[config.mk]
export PLATFORM = sky130hd
export DESIGN_NAME = mac_accum_stage
export DESIGN_NICKNAME = d
export VERILOG_FILES = /design/src/rtl/mac_accum_stage.sv
export SDC_FILE = /design/constraint.sdc
export NUM_CORES = 1
export LEC_CHECK = 0
export CAP_MARGIN = 40
export CORE_MARGIN = 3
export CORE_UTILIZATION = 39
export DETAILED_ROUTE_END_ITERATION = 10
export PLACE_DENSITY = 0.68
export SYNTH_ARGS = -nofsm -noshare
export SYNTH_HDL_FRONTEND = slang
export SYNTH_SLANG_ARGS = --single-unit
export TNS_END_PERCENT = 10
[constraint.sdc]
create_clock -name clk -period 2.5 [get_ports clk]
set_input_delay 0.375 -clock clk [delete_from_list [all_inputs] [get_ports clk]]
set_output_delay 0.375 -clock clk [all_outputs]
set_load 0.005 [all_outputs]
[src/rtl/mac_accum_stage.sv]
// mac_accum_stage: accumulates COUNT unsigned 8-bit products into an ACC_W-bit
// sum, then drains the sum LSB-first as ACC_W/8 byte beats.
// Optional build macro: SATURATE_EN (clamp on overflow instead of wrapping).
//
// Handshakes: a beat moves on a port only in a cycle where valid and ready are
// both high at the rising edge. in_ready/out_valid depend only on registered
// state, so there is no combinational path from out_ready to in_ready.

module mac_accum_stage #(
    parameter int ACC_W = 16,
    parameter int COUNT = 4,
    parameter int CNT_W = 8
) (
    input  logic       clk,
    input  logic       rst_n,
    input  logic [7:0] prod_in,
    input  logic       in_valid,
    output logic       in_ready,
    input  logic       clear,
    output logic [7:0] out_data,
    output logic       out_valid,
    input  logic       out_ready,
    output logic       out_last,
    output logic       ovf,
    output logic       busy,
    output logic       state_dbg
);

    localparam int NB     = ACC_W / 8;
    localparam int BEAT_W = (NB > 1) ? $clog2(NB) : 1;
    localparam logic [CNT_W-1:0]  COUNT_C   = CNT_W'(COUNT);
    localparam logic [BEAT_W-1:0] LAST_BEAT = BEAT_W'(NB - 1);

    typedef enum logic {
        ST_ACCUM = 1'b0,
        ST_DRAIN = 1'b1
    } state_t;

    state_t             state;
    logic [ACC_W-1:0]   acc;
    logic [CNT_W-1:0]   count;
    logic [BEAT_W-1:0]  beat;
    logic               ovf_q;

    logic [ACC_W:0]     sum_ext;
    logic               carry;
    logic [ACC_W-1:0]   acc_next;
    logic [CNT_W-1:0]   count_inc;
    logic               last_beat;
    logic [7:0]         beat_byte;

    // Next accumulator value: true sum with carry, then wrap or clamp.
    always_comb begin
        sum_ext   = {1'b0, acc} + {{(ACC_W - 7){1'b0}}, prod_in};
        carry     = sum_ext[ACC_W];
        count_inc = count + CNT_W'(1);
`ifdef SATURATE_EN
        // Once clamped at all-ones, any further nonzero add carries again,
        // so the value stays pinned for the rest of the accumulation.
        acc_next  = carry ? {ACC_W{1'b1}} : sum_ext[ACC_W-1:0];
`else
        acc_next  = sum_ext[ACC_W-1:0];
`endif
    end

    // Select the byte of the accumulator addressed by the current beat.
    always_comb begin
        beat_byte = 8'h00;
        for (int i = 0; i < NB; i++) begin
            if (beat == BEAT_W'(i)) begin
                beat_byte = acc[8*i +: 8];
            end
        end
    end

    assign last_beat = (beat == LAST_BEAT);
    assign in_ready  = (state == ST_ACCUM);
    assign out_valid = (state == ST_DRAIN);
    assign out_data  = out_valid ? beat_byte : 8'h00;
    assign out_last  = out_valid & last_beat;
    assign ovf       = ovf_q;
    assign busy      = (count != '0) | out_valid;
    assign state_dbg = state;

    // Control FSM and datapath registers; clear overrides everything but reset.
    always_ff @(posedge clk or negedge rst_n) begin
        if (!rst_n) begin
            state <= ST_ACCUM;
            acc   <= '0;
            count <= '0;
            beat  <= '0;
            ovf_q <= 1'b0;
        end else if (clear) begin
            state <= ST_ACCUM;
            acc   <= '0;
            count <= '0;
            beat  <= '0;
            ovf_q <= 1'b0;
        end else begin
            case (state)
                ST_ACCUM: begin
                    if (in_valid) begin
                        acc   <= acc_next;
                        count <= count_inc;
                        ovf_q <= ovf_q | carry;
                        if (count_inc == COUNT_C) begin
                            state <= ST_DRAIN;
                            beat  <= '0;
                        end
                    end
                end
                ST_DRAIN: begin
                    if (out_ready) begin
                        if (last_beat) begin
                            state <= ST_ACCUM;
                            acc   <= '0;
                            count <= '0;
                            beat  <= '0;
                            ovf_q <= 1'b0;
                        end else begin
                            beat <= beat + BEAT_W'(1);
                        end
                    end
                end
                default: begin
                    state <= ST_ACCUM;
                end
            endcase
        end
    end

endmodule

==> flow_summary_export.csv <==
group,metric,value,unit
outcome,status,"finished, final reports clean",
logic_synthesis,async_reset_ff_frac,1.000,
cells_and_area,areaGrowthSynthToFinish,22.83,%
setup_path,endpoint_kind,"flop",
floorplanning,dieArea,5765,um^2
cts,cts_buffers,3,
logic_synthesis,syn_area_per_cell,8.747,um^2
grt,gr-total-overflow,0,
cts,cts-root-buf,"clkbuf_8",
setup_path,crit_required,2.72,ns
sta,slew_viol_final,0,
cells_and_area,drive_gt1_frac,0.09127,
route,num_vias,1656,
place,dp_hpwl,3429,um
job,cap_violations,0,
grt,antenna_found_initial,0,
sta,period_needed,2.268,ns
logic_synthesis,ys_seq_area_frac,0.3543,
route,initialDrtViolationCount,112,
power_and_ir_drop,power_leakage,0.9647,nW
cells_and_area,fin_cells,317,
grt,grtUsageMet2,0.2730,
sta,finalCritPeriodShare,0.9070,
cells_and_area,diodes,0,
place,placed_cells,313,
setup_path,crit_buf_inv,2,
cells_and_area,post-route-util,0.5166,
setup_path,crit_path_max_fanout,6,
route,wl,4457,um
grt,grt.total_usage,0.1635,
logic_synthesis,yosys_register_bits,27,
floorplanning,ios,27,
cts,hold_buffers,0,
place,port_buffers,26,
power_and_ir_drop,p_clk_frac,0.264,
grt,grt_pass1_wl,7783,um
floorplanning,start_util,0.4205,
logic_synthesis,synth_edf_count,0,
power_and_ir_drop,p_seq_frac,0.478,
logic_synthesis,syn-instance-count,218,
cts,clk_pin_slew,0.11,ns
logic_synthesis,netlist_area,1907,um^2
floorplanning,die_w,75.93,um
logic_synthesis,synth_top_flop_cell,"dfrtp_1",
logic_synthesis,synth_warnings,0,
route,viasPerCell,5.224,
sta,worstMarginPinSlew,0.5465,ns
cts,cts_max_level,1,
sta,hold_violations,0,
cells_and_area,final_cell_mix,"27 x dfrtp_1, 26 x clkdlybuf4s50_1, 25 x nand2_1, 24 x o21ai_0, 22 x nor2_1",
route,drt_first_pass_iters,4,
logic_synthesis,synth.distinct_cells,45,
setup_path,arrival,2.48,ns
power_and_ir_drop,power_density,434.8,nW/um^2
place,routabilityCongestion,0.7729,
cts,cts_num_sinks,27,
setup_path,critPathLaunchType,"input port",
sta,slew_headroom,0.6329,
sta,clock_skew,0.01187,ns
grt,first_global_vias,1622,
sta,fmax,441.0,MHz
setup_path,path_cells,"clkdlybuf4s50_1, ha_1, inv_1, fa_1, nand2b_1, a21oi_1, nor3_1, or4_1, a21oi_1",
power_and_ir_drop,netSwitchingFraction,0.3094,
grt,grt.busiest_layer,"met2",
setup_path,crit_type,"input port to flop",
cts,clock_path_buffers,2,
grt,grt_max_degree,28,
cts,cts_resized,0,
logic_synthesis,synth_fp_nets,243,
power_and_ir_drop,p_int,703.2,uW
logic_synthesis,yosysTopAreaCellShare,0.3543,
logic_synthesis,synth_top_area_cell,"dfrtp_1",
cts,cts_tree,"built",
power_and_ir_drop,switching_power,315.1,uW
setup_path,cp_top_family,"simple AND/OR/NAND/NOR gates",
power_and_ir_drop,comb_power_share,0.258,
setup_path,cpMostUsedCell,"a21oi_1",
logic_synthesis,synth_area_leaders,"dfrtp_1 35%, ha_1 7.2%, mux2i_1 6.3%, o21ai_0 6.3%, nand2_1 4.9%",
hold_path,min_path_type,"input port to asynchronous set/reset pin",
route,drcViolationCount,0,
setup_path,max_stage_delay,0.46,ns
setup_path,slowest_stage,"clkdlybuf4s50_1",
floorplanning,fp-row-count,24,
sta,finalSetupViolations,0,
route,final_antenna_net_count,0,
cts,post_cts_buffers,0,
power_and_ir_drop,peakVddDrop,0.3300,mV
route,avgRoutedWirePerCell,14.06,um
grt,use_met3,0.03318,
grt,grt.met1_usage,0.2231,
cts,clock_latency,0.28,ns
sta,rsz0062_at_grt,"false",
floorplanning,die_h,75.93,um
cells_and_area,final_common_cell,"dfrtp_1",
cells_and_area,final_nets,278,
floorplanning,core,4534,um^2
synth_stat cells (4+ instances only):
library cell and number:
nand3_1 6, nand2b_1 4, inv_1 8, o21a_1 4
xor2_1 4, a21oi_1 10, a211oi_1 4, dfrtp_1 27
mux2i_1 12, ha_1 11, nand2_1 25, and3_1 6
o21ai_0 24, nor2_1 22, or3_1 6, clkbuf_1 5
stage by stage:
step / hold slack (ns) / cell area, um^2 / TNS, ns / total power [mW] / worst slack, ns
floorplan: 0.07941 / 1907 / 0 / 0.6529 / 0.4419
global placement: 0.4760 / 2293 / -0.009609 / 0.7582 / -0.007685
detailed placement: 0.5023 / 2293 / -0.1177 / 0.7613 / -0.06712
CTS: 0.4749 / 2342 / 0 / 1.031 / 0.2309
global route: 0.4941 / 2342 / 0 / 1.078 / 0.06898
finish: 0.4573 / 2342 / 0 / 1.018 / 0.2325
logic make-up (layout without fill, tap and decap cells):
| kind of cell | after synthesis | after routing | share of synthesized area |
|---|---|---|---|
| flip-flops | 27 | 27 | 0.3543 |
| buffers and inverters | 17 | 51 | 0.04134 |
| AND/OR/NAND/NOR | 85 | 85 | 0.2179 |
| multiplexers | 12 | 12 | 0.06299 |
| XOR/XNOR | 6 | 6 | 0.02756 |
| AO/OA/AOI/OAI | 59 | 59 | 0.2133 |
| adder cells (fa/ha/maj) | 12 | 12 | 0.08268 |
layer usage:
metal	vias up	share of wire	routed length, um
met3	2	0.032	141
met2	26	0.48	2134
met1	777	0.48	2157
met5	-	0	0
li1	851	-	-
met4	0	0.0054	24
sequential cells by signal (all words and copies together), names as in the netlist:
name / flops
count: 8
beat: 1
ovf: 1
out_valid: 1
acc: 16
area by class of cell:
cell class	instances	area, um^2
Inverter	9	33.78
Fill cell	442	2192
Clock buffer	3	41.29
Sequential cell	27	675.6
Tap cell	65	81.33
Clock inverter	1	7.507
Multi-Input combinational cell	174	1152
Timing Repair Buffer	38	350.3
path summary, 6_finish.rpt:
check,from,end,slack [ns],cells after the start
hold reg to reg,ovf$_DFFE_PN0P_,ovf$_DFFE_PN0P_,0.53,1
hold / removal,rst_n,acc[1]$_DFFE_PN0P_,0.46,2
setup reg to reg,acc[0]$_DFFE_PN0P_,acc[14]$_DFFE_PN0P_,0.35,8
max in group asynchronous,rst_n,count[1]$_DFFE_PN0P_,1.75,2
setup / recovery,prod_in[0],acc[14]$_DFFE_PN0P_,0.23,9
min in group clk,ovf$_DFFE_PN0P_,ovf$_DFFE_PN0P_,0.53,1
power groups by stage:
stage          sequential, mW  clock [mW]  combinational (mW)
3_3_place_gp            0.497           0               0.262
5_1_grt                 0.491       0.290               0.297
6_report                0.487       0.269               0.263
2_1_floorplan           0.485           0               0.167
3_5_place_dp            0.498           0               0.264
4_1_cts                 0.489       0.277               0.265
(Power assumes the default switching activity.)
